===== src/rtl/card_punch_if.sv =====
// -----------------------------------------------------------------------------
// card_punch_if
// Bundles every non-clock/reset signal of the card punch: the arbiter device
// port (request/grant, address, read data and the unused write path), the
// CPU-side sio/tio/cc control, and the outgoing valid/ready byte stream.
//
// Modports:
//   master - the card_punch device side (drives request, address, cc, stream)
//   slave  - the environment side (arbiter/memory, CPU, punch/printer sink)
//
// Bit numbering follows the host machine: bit 0 is the most significant bit.
// -----------------------------------------------------------------------------
interface card_punch_if;
  // Arbiter / memory device port
  logic         running;
  logic         active;
  logic [0:31]  memory_data_in;
  logic [15:31] address;
  logic [0:31]  data_out;
  logic [0:3]   wr_en;
  // CPU control
  logic [15:31] io_address;
  logic [0:7]   io_count;
  logic         sio;
  logic         tio;
  logic [0:3]   cc;
  // Byte stream to the punch/printer model
  logic [0:7]   out_data;
  logic         out_valid;
  logic         out_ready;

  modport master (
    output running, address, data_out, wr_en, cc, out_data, out_valid,
    input  active, memory_data_in, io_address, io_count, sio, tio, out_ready
  );

  modport slave (
    input  running, address, data_out, wr_en, cc, out_data, out_valid,
    output active, memory_data_in, io_address, io_count, sio, tio, out_ready
  );
endinterface


===== src/rtl/card_punch.sv =====
// -----------------------------------------------------------------------------
// card_punch
// Read-direction DMA output device. An accepted sio latches a start word
// address and a byte count; the device then bus-masters through the arbiter,
// reads words from memory and serializes each one as big-endian bytes onto a
// valid/ready byte stream. Status is reported with the sio/tio/cc convention
// shared with the card reader. The device never writes memory.
//
// Ports:
//   clock  - system clock
//   reset  - synchronous, active-low reset
//   bus    - card_punch_if.master: arbiter port (running/active/address/
//            memory_data_in/data_out/wr_en), CPU control (io_address/io_count/
//            sio/tio/cc) and byte stream (out_data/out_valid/out_ready)
//
// Parameters:
//   CARD_BYTES - byte count used when io_count is 0
//
// Configuration macro:
//   CARD_PUNCH_PREFETCH_EN - adds a second word register so the next word is
//   fetched while the current one is being shifted out. Undefined: single
//   buffer, request and stream valid are never high together.
// -----------------------------------------------------------------------------
module card_punch #(
  parameter int unsigned CARD_BYTES = 80
) (
  input  logic         clock,
  input  logic         reset,
  card_punch_if.master bus
);

  localparam logic [8:0] CARD_BYTES_9 = 9'(CARD_BYTES);

  typedef enum logic [1:0] {
    ST_IDLE  = 2'd0,
    ST_FETCH = 2'd1,
    ST_SHIFT = 2'd2
  } state_t;

  state_t       state_r;
  logic [15:31] address_r;
  logic [0:31]  hold_r;
  logic [1:0]   byte_idx_r;
  logic [8:0]   remaining_r;
  logic         done_r;
  logic         running_r;
  logic         out_valid_r;
  logic [0:7]   out_data_r;
  logic [0:3]   cc_r;

`ifdef CARD_PUNCH_PREFETCH_EN
  logic [0:31]  next_r;
  logic         next_valid_r;
  logic         need_more_s;
`endif

  logic         handshake_s;
  logic         grant_s;
  logic         last_s;
  logic         busy_s;
  logic [8:0]   start_count_s;

  // Byte i of a word, with byte 0 taken from the most significant end.
  function automatic logic [0:7] byte_sel(input logic [0:31] word, input logic [1:0] idx);
    logic [0:7] b;
    case (idx)
      2'd0:    b = word[0:7];
      2'd1:    b = word[8:15];
      2'd2:    b = word[16:23];
      2'd3:    b = word[24:31];
      default: b = 8'h00;
    endcase
    return b;
  endfunction

  // Handshake, grant and bookkeeping decodes from the current registers.
  always_comb begin
    handshake_s = out_valid_r & bus.out_ready;
    grant_s     = running_r & bus.active;
    last_s      = (remaining_r == 9'd1);
    busy_s      = (state_r != ST_IDLE);
    if (bus.io_count == 8'd0) begin
      start_count_s = CARD_BYTES_9;
    end else begin
      start_count_s = {1'b0, bus.io_count};
    end
`ifdef CARD_PUNCH_PREFETCH_EN
    // More bytes are still owed than the current word can supply; the gap
    // between remaining and bytes-left-in-hold does not change on a handshake.
    need_more_s = (remaining_r > (9'd4 - {7'd0, byte_idx_r}));
`endif
  end

  // Device state machine: CPU control, memory fetch and byte serializer.
  always_ff @(posedge clock) begin
    if (!reset) begin
      state_r      <= ST_IDLE;
      address_r    <= 17'd0;
      hold_r       <= 32'd0;
      byte_idx_r   <= 2'd0;
      remaining_r  <= 9'd0;
      done_r       <= 1'b0;
      running_r    <= 1'b0;
      out_valid_r  <= 1'b0;
      out_data_r   <= 8'h00;
      cc_r         <= 4'b0000;
`ifdef CARD_PUNCH_PREFETCH_EN
      next_r       <= 32'd0;
      next_valid_r <= 1'b0;
`endif
    end else begin
      // Condition code: sio has priority over tio, and a busy device rejects sio.
      if (bus.sio) begin
        if (state_r == ST_IDLE) begin
          cc_r <= 4'b0000;
        end else begin
          cc_r <= 4'b1100;
        end
      end else if (bus.tio) begin
        cc_r <= {busy_s, 1'b0, done_r, 1'b0};
      end else begin
        cc_r <= cc_r;
      end

      case (state_r)
        ST_IDLE: begin
          if (bus.sio) begin
            address_r   <= bus.io_address;
            remaining_r <= start_count_s;
            done_r      <= 1'b0;
            running_r   <= 1'b1;
            state_r     <= ST_FETCH;
`ifdef CARD_PUNCH_PREFETCH_EN
            next_valid_r <= 1'b0;
`endif
          end
        end

        ST_FETCH: begin
          if (grant_s) begin
            hold_r      <= bus.memory_data_in;
            address_r   <= address_r + 17'd1;
            byte_idx_r  <= 2'd0;
            out_data_r  <= byte_sel(bus.memory_data_in, 2'd0);
            out_valid_r <= 1'b1;
            running_r   <= 1'b0;
            state_r     <= ST_SHIFT;
          end
        end

        ST_SHIFT: begin
`ifdef CARD_PUNCH_PREFETCH_EN
          // Background fetch into the spare word register. The request is
          // raised one cycle after the buffer empties, which still leaves the
          // remaining bytes of the current word to cover grant latency.
          if (grant_s) begin
            next_r       <= bus.memory_data_in;
            next_valid_r <= 1'b1;
            address_r    <= address_r + 17'd1;
            running_r    <= 1'b0;
          end else if (!running_r && !next_valid_r && need_more_s) begin
            running_r <= 1'b1;
          end
`endif
          if (handshake_s) begin
            remaining_r <= remaining_r - 9'd1;
            if (last_s) begin
              // Trailing bytes of a partial last word are dropped here.
              done_r      <= 1'b1;
              out_valid_r <= 1'b0;
              out_data_r  <= 8'h00;
              running_r   <= 1'b0;
              state_r     <= ST_IDLE;
`ifdef CARD_PUNCH_PREFETCH_EN
              next_valid_r <= 1'b0;
`endif
            end else if (byte_idx_r == 2'd3) begin
`ifdef CARD_PUNCH_PREFETCH_EN
              if (next_valid_r) begin
                hold_r       <= next_r;
                out_data_r   <= byte_sel(next_r, 2'd0);
                byte_idx_r   <= 2'd0;
                next_valid_r <= 1'b0;
              end else if (grant_s) begin
                // Word arrives on the very edge the last byte leaves: bypass
                // the spare register so the stream has no bubble.
                hold_r       <= bus.memory_data_in;
                out_data_r   <= byte_sel(bus.memory_data_in, 2'd0);
                byte_idx_r   <= 2'd0;
                next_valid_r <= 1'b0;
              end else begin
                out_valid_r <= 1'b0;
                out_data_r  <= 8'h00;
                running_r   <= 1'b1;
                state_r     <= ST_FETCH;
              end
`else
              out_valid_r <= 1'b0;
              out_data_r  <= 8'h00;
              running_r   <= 1'b1;
              state_r     <= ST_FETCH;
`endif
            end else begin
              byte_idx_r <= byte_idx_r + 2'd1;
              out_data_r <= byte_sel(hold_r, byte_idx_r + 2'd1);
            end
          end
        end

        default: begin
          state_r     <= ST_IDLE;
          running_r   <= 1'b0;
          out_valid_r <= 1'b0;
          out_data_r  <= 8'h00;
        end
      endcase
    end
  end

  assign bus.running   = running_r;
  assign bus.address   = address_r;
  assign bus.data_out  = 32'd0;
  assign bus.wr_en     = 4'b0000;
  assign bus.cc        = cc_r;
  assign bus.out_data  = out_data_r;
  assign bus.out_valid = out_valid_r;

endmodule

===== src/flat_wrapper.sv =====
// flat-port wrapper written by rule: the top's interface ports become plain ports
module card_punch_flat 
#(
  parameter int unsigned CARD_BYTES = 80
)
  (clock, reset, bus_running, bus_address, bus_data_out, bus_wr_en, bus_cc, bus_out_data, bus_out_valid, bus_active, bus_memory_data_in, bus_io_address, bus_io_count, bus_sio, bus_tio, bus_out_ready);
  card_punch_if bus_i ();
  input  logic clock;
  input  logic reset;
  output wire logic [$bits(bus_i.running)-1:0] bus_running;
  output wire logic [$bits(bus_i.address)-1:0] bus_address;
  output wire logic [$bits(bus_i.data_out)-1:0] bus_data_out;
  output wire logic [$bits(bus_i.wr_en)-1:0] bus_wr_en;
  output wire logic [$bits(bus_i.cc)-1:0] bus_cc;
  output wire logic [$bits(bus_i.out_data)-1:0] bus_out_data;
  output wire logic [$bits(bus_i.out_valid)-1:0] bus_out_valid;
  input wire logic [$bits(bus_i.active)-1:0] bus_active;
  input wire logic [$bits(bus_i.memory_data_in)-1:0] bus_memory_data_in;
  input wire logic [$bits(bus_i.io_address)-1:0] bus_io_address;
  input wire logic [$bits(bus_i.io_count)-1:0] bus_io_count;
  input wire logic [$bits(bus_i.sio)-1:0] bus_sio;
  input wire logic [$bits(bus_i.tio)-1:0] bus_tio;
  input wire logic [$bits(bus_i.out_ready)-1:0] bus_out_ready;
  assign bus_running = bus_i.running;
  assign bus_address = bus_i.address;
  assign bus_data_out = bus_i.data_out;
  assign bus_wr_en = bus_i.wr_en;
  assign bus_cc = bus_i.cc;
  assign bus_out_data = bus_i.out_data;
  assign bus_out_valid = bus_i.out_valid;
  assign bus_i.active = bus_active;
  assign bus_i.memory_data_in = bus_memory_data_in;
  assign bus_i.io_address = bus_io_address;
  assign bus_i.io_count = bus_io_count;
  assign bus_i.sio = bus_sio;
  assign bus_i.tio = bus_tio;
  assign bus_i.out_ready = bus_out_ready;
  card_punch #(.CARD_BYTES(CARD_BYTES)) u_core (.clock(clock), .reset(reset), .bus(bus_i));
endmodule

===== config.mk =====
export PLATFORM = sky130hd
export DESIGN_NAME = card_punch_flat
export DESIGN_NICKNAME = d
export VERILOG_FILES = /design/src/rtl/card_punch_if.sv /design/src/rtl/card_punch.sv /design/src/flat_wrapper.sv
export SDC_FILE = /design/constraint.sdc
export NUM_CORES = 1
export LEC_CHECK = 0
export BUFFER_PORTS_ARGS = -buffer_cell sky130_fd_sc_hd__buf_2
export CAP_MARGIN = 15
export CORE_UTILIZATION = 54
export DETAILED_ROUTE_END_ITERATION = 8
export PLACE_DENSITY = 0.85
export SLEW_MARGIN = 30
export SYNTH_ARGS = -nofsm -noshare
export SYNTH_HDL_FRONTEND = slang
export SYNTH_SLANG_ARGS = --single-unit

===== constraint.sdc =====
create_clock -name clock -period 3.45 [get_ports clock]
set_input_delay 0.69 -clock clock [delete_from_list [all_inputs] [get_ports clock]]
set_output_delay 0.69 -clock clock [all_outputs]
set_load 0.01 [all_outputs]

* Word level (Yosys, flattened, before mapping) *
Index checks and enable logic that the tools add are counted.

word-level totals
  register bits = 77
  input bits = 63
  logic and storage cells = 88
  output and inout bits = 67

cells by class
  mux-type cells = 42
  reductions and logical operators = 16
  equal/unequal tests = 14
  add/sub/neg operators = 3
  bitwise logic cells = 3

operators with widths
  kind                                                   count
  two-way mux 8 bit                                      5
  two-way mux 17 bit                                     2
  case mux 17 bit (2 select lines)                       1
  case mux 8 bit (4 select lines)                        1
  case mux 8 bit (3 select lines)                        1
  two-way mux 2 bit                                      9
  two-way mux 9 bit                                      2
  case mux 9 bit (2 select lines)                        1
  adder 17 x 1 -> 17 bit, second input constant          1
  two-way mux 1 bit                                      12
  two-way mux 4 bit                                      3
  AND reduction 4 bit                                    3
  nonzero test 2 bit                                     5
  equality test 9 x 1 -> 1 bit, second input constant    1
  AND reduction 3 bit                                    3
  subtractor 9 x 1 -> 9 bit, second input constant       1
  equality test 2 bit, second input constant             4
  zero test 8 bit                                        1
  inequality test 2 x 1 -> 1 bit, second input constant  3
  inequality test 2 bit, second input constant           3
  case mux 1 bit (3 select lines)                        2
  case mux 2 bit (3 select lines)                        1
  AND reduction 5 bit                                    1
  equality test 2 x 1 -> 1 bit, second input constant    2
  8 further kinds                                        10

* Logic depth before layout (Yosys ltp) *
  word-level depth = 7
  mapped depth = 8
  gate-level depth less buffers = 6

* Worst setup path before layout *
Ideal clock, no wire load.

  path type = input to register
  start = in bus_sio
  end = reg u_core.remaining_r[8]
  data required time = 3.380 ns
  setup time = 0.070 ns
  buffers on the path = 2
  cell stages on the path = 6
  path slack = 1.439 ns
  arrival = 1.942 ns
  cell sequence = buf_2 nor2b_4 or3_1 clkbuf_1 or4_1 a21oi_1

between the ends
  longest elaborated chain between the ends = 2

RTL lines
  item                                    line                text
  start, declared                         flat_wrapper.sv:21  input wire logic [$bits(bus_i.sio)-1:0] bus_sio;
  inequality test 2 bit (no source line)  --
  AND reduction 3 bit (no source line)    --
  end signal, assigned                    card_punch.sv:129   remaining_r <= start_count_s;
  end signal, assigned                    card_punch.sv:166   remaining_r <= remaining_r - 9'd1;
  end, declared                           card_punch.sv:44    logic [8:0] remaining_r;

Every way passes these cells.
A chain may end at the register's enable or synchronous reset.

* Final worst setup path *
  start = reg u_core.state_r[0]
  end = reg u_core.address_r, in the netlist u_core.bus.address[16]

between the ends
  longest elaborated chain between the ends = 3
  elaborated cells on any way between the ends = 7
  classes of those cells = 3 x eq/ne; 1 x mux; 3 x reduce/logical

RTL lines
  item                                                                     line               text
  start, declared                                                          card_punch.sv:40   state_t state_r;
  start signal, assigned                                                   card_punch.sv:97   state_r <= ST_IDLE;
  start signal, assigned                                                   card_punch.sv:132  state_r <= ST_FETCH;
  start signal, assigned                                                   card_punch.sv:147  state_r <= ST_SHIFT;
  equality test 2 x 1 -> 1 bit or zero test 2 bit (tied branches)          card_punch.sv:125  case (state_r)
  inequality test 2 x 1 -> 1 bit (no source line) (tied with other cells)  --
  AND reduction 3 bit (no source line)                                     --
  end signal, assigned                                                     card_punch.sv:128  address_r <= bus.io_address;
  end signal, assigned                                                     card_punch.sv:142  address_r <= address_r + 17'd1;
  end, declared                                                            card_punch.sv:41   logic [15:31] address_r;

Parallel ways exist; a longest one is shown, timed or not.

==> results.toml <==
[clock_tree]
numCtsBuffers = 9
clk_pin_slew_ns = 0.08
worstSkewPairLatency_ns = 0.35
clock-sinks = 68
post_cts_buffers = 0
ctsLongestPathBuffers = 2
root_buffer = "clkbuf_8"
h-tree-depth = 3
post_cts_resized = 0
cts_tree = "yes"
cts-hold-fix-buffers = 0

[synth]
synth_cell_types = 62
synth_area_um2 = 3860
async_reset_ff_frac = 0
synth_top_area_frac = 0.353
syn_inst = 480
synth.area.top_cells = "dfxtp_1 (35%), buf_4 (7.4%), nand2_1 (6.4%)"
seq_area_frac_synth = 0.353
synth-edff-count = 0
yosys_register_bits = 68
syn_avg_cell_area_um2 = 8.04
yosys.area.top_type = "dfxtp_1"
yosys_most_used_dff = "dfxtp_1"
ys.warnings.count = 0

[sta]
setup_viol = 0
setup_tns_ns = 0
slew_viol_final = 0
rsz0062_at_grt = "no"
fmax_mhz = 379
min_period_ns = 2.64
finalCritPeriodShare = 0.766
slew_headroom = 0.418
hold_violations = 0
fin_skew_ns = 0.00891
worstMarginPinSlew_ns = 0.871

[layout]
drive_gt1_frac = 0.221
n_antenna_cell = 0
final_nets = 627
syn2layout_area_growth_pct = 14.7
finish.utilization = 0.648

[worst_hold_path]
whs_path_depth = 2
hold_class = "reg -> reg"
min_from = "u_core.hold_r[10]"
hold_end = "u_core.hold_r[10]"

[global_route]
grt_max_degree = 42
grt_pass1_wl_um = 14900
grt_use_total = 0.253
gr-total-overflow = 0
antenna_found_initial = 0
grt_pass1_vias = 3142

[power_and_ir_drop]
p_leak_nw = 1.79
p_per_area_nw_per_um2 = 657
ir_worst_vdd_mv = 0.277
power.total_mw = 2.91

[setup_path]
r2r_slack_ns = 0.81
crit_chain = "inv_1 -> ha_1 -> mux2i_1 -> nor2_1 -> a221o_1 -> o21a_1"
cp-start-kind = "flop"
critPathRequiredTime_ns = 3.69
rr_worst_depth = 6
worstSetupPathType = "reg -> reg"
slowest_stage = "mux2i_1"
r2r_start = "u_core.state_r[0]"
worstSetupEndpointType = "flop"
max_stage_delay_ns = 0.74
r2r-end = "u_core.bus.address[16]"
cp.arrival_ns = 2.88
path_max_fanout = 11

[route]
vias_per_cell = 5.81
firstDrtPassIters = 5
drcViolationCount = 0
drt-initial-drc-count = 230
routed_wl_um = 9460
wl_per_cell_um = 14.5
antenna_left = 0
num_vias = 3793

[floorplanning]
die_h_um = 86.5
placementRows = 30
die_w_um = 86.5
ios = 130
coreArea_um2 = 6830
start_util = 0.565
dieArea_um2 = 7490

[placed_design]
place_hpwl_um = 6750
finalWeightedCongestion = 0.854
port_buffers = 92

[status]
status = "finished clean"

[job]
max-cap-violations = 0
## cell families (layout without fill, tap and decap cells)
family	after synthesis	in the layout	share of synthesized area
compound gates	141	141	0.242
fa+ha+maj	12	12	0.0389
buf+inv	84	125	0.120
flops	68	68	0.353
mux	11	11	0.0289
other cells	1	37	0.000972
simple gates	163	163	0.217
## critical path, delay by kind of cell (launching register included)
| kind | cells | cell delay (ns) |
|---|---|---|
| adder cells (fa/ha/maj) | 1 | 0.40 |
| multiplexers | 1 | 0.74 |
| AND/OR/NAND/NOR | 1 | 0.38 |
| flip-flops | 1 | 0.34 |
| AO/OA/AOI/OAI | 2 | 0.55 |
| buffers and inverters | 1 | 0.12 |
## synthesized netlist by cell type (all sizes together) (2+ instances only)
library cell	number
a222oi	8
a22oi	10
nor2b	5
a22o	9
nand2	66
o31ai	2
or2	2
dfxtp	68
nor4	7
nor2	17
o32ai	2
o311ai	3
nor3	11
nor4b	4
a21boi	2
nand3	16
and4	2
nor3b	3
o22ai	3
and3	2
mux2i	10
clkbuf	25
a21o	2
or3	4
o221ai	3
o21a	2
o21ai	24
a31oi	7
buf	45
a31o	2
nand4	11
inv	13
or4	5
a211oi	9
or4b	2
ha	12
and2	4
a21oi	44
## metrics by stage
stage                     setup slack (ns)  cell area [um^2]  hold WS (ns)  cells
after floorplan                       1.44              4000         0.436    516
after global placement               0.878              4190         0.442    637
after detailed placement             0.739              4190         0.448    637
after CTS                            0.725              4420         0.461    653
after global routing                 0.630              4430         0.483    653
final                                0.809              4430         0.460    653
## metal layers
layer | share of wire | global-route usage | up-vias
met1 | 0.43 | 0.332 | 1776
met4 | 0.013 | 0.0712 | 0
met5 | 0 | 0 | -
met2 | 0.49 | 0.411 | 167
met3 | 0.068 | 0.0648 | 17
li1 | - | - | 1833
## placed cells by master, fill, tap and decap left out, types with 12 or more instances in the layout
cell type,instances
nand2_1,66
a21oi_1,44
inv_1,12
ha_1,12
buf_2,92
conb_1,37
o21ai_0,24
dfxtp_1,68
nand3_1,15
nor2_1,17
## flip-flops by register name (all words and copies together) (netlist names)
name                  cells
u_core.state_r            2
u_core.done_r             1
u_core.bus.out_valid      1
u_core.hold_r            24
u_core.bus.address       17
u_core.bus.out_data       8
u_core.byte_idx_r         2
u_core.bus.cc             3
u_core.bus.running        1
u_core.remaining_r        9
## worst max-delay path by stage
stage                 startpoint                endpoint  slack [ns]
2_1_floorplan            bus_sio   u_core.remaining_r[8]        1.44
3_3_place_gp   u_core.state_r[0]   u_core.remaining_r[0]        0.88
3_5_place_dp   u_core.state_r[0]   u_core.remaining_r[0]        0.74
4_1_cts        u_core.state_r[0]   u_core.remaining_r[0]        0.73
5_1_grt        u_core.state_r[0]  u_core.bus.address[16]        0.63
6_report       u_core.state_r[0]  u_core.bus.address[16]        0.81
## cell type report
cell class              count  area, um^2
clock inverters             5        85.1
well taps                  96         120
inverters                  14        52.6
fillers                   600        2400
multi-input cells         364        2180
clock buffers              11         141
repair buffers             95         483
flip-flops and latches     68        1360
## power breakdown
part           internal [mW]  total (mW)  switching (mW)  leakage (nW)
Clock                  0.429       0.737           0.308         0.110
Combinational          0.410        1.07           0.659          1.12
Sequential             0.922        1.10           0.180         0.554
(Power assumes the default switching activity.)
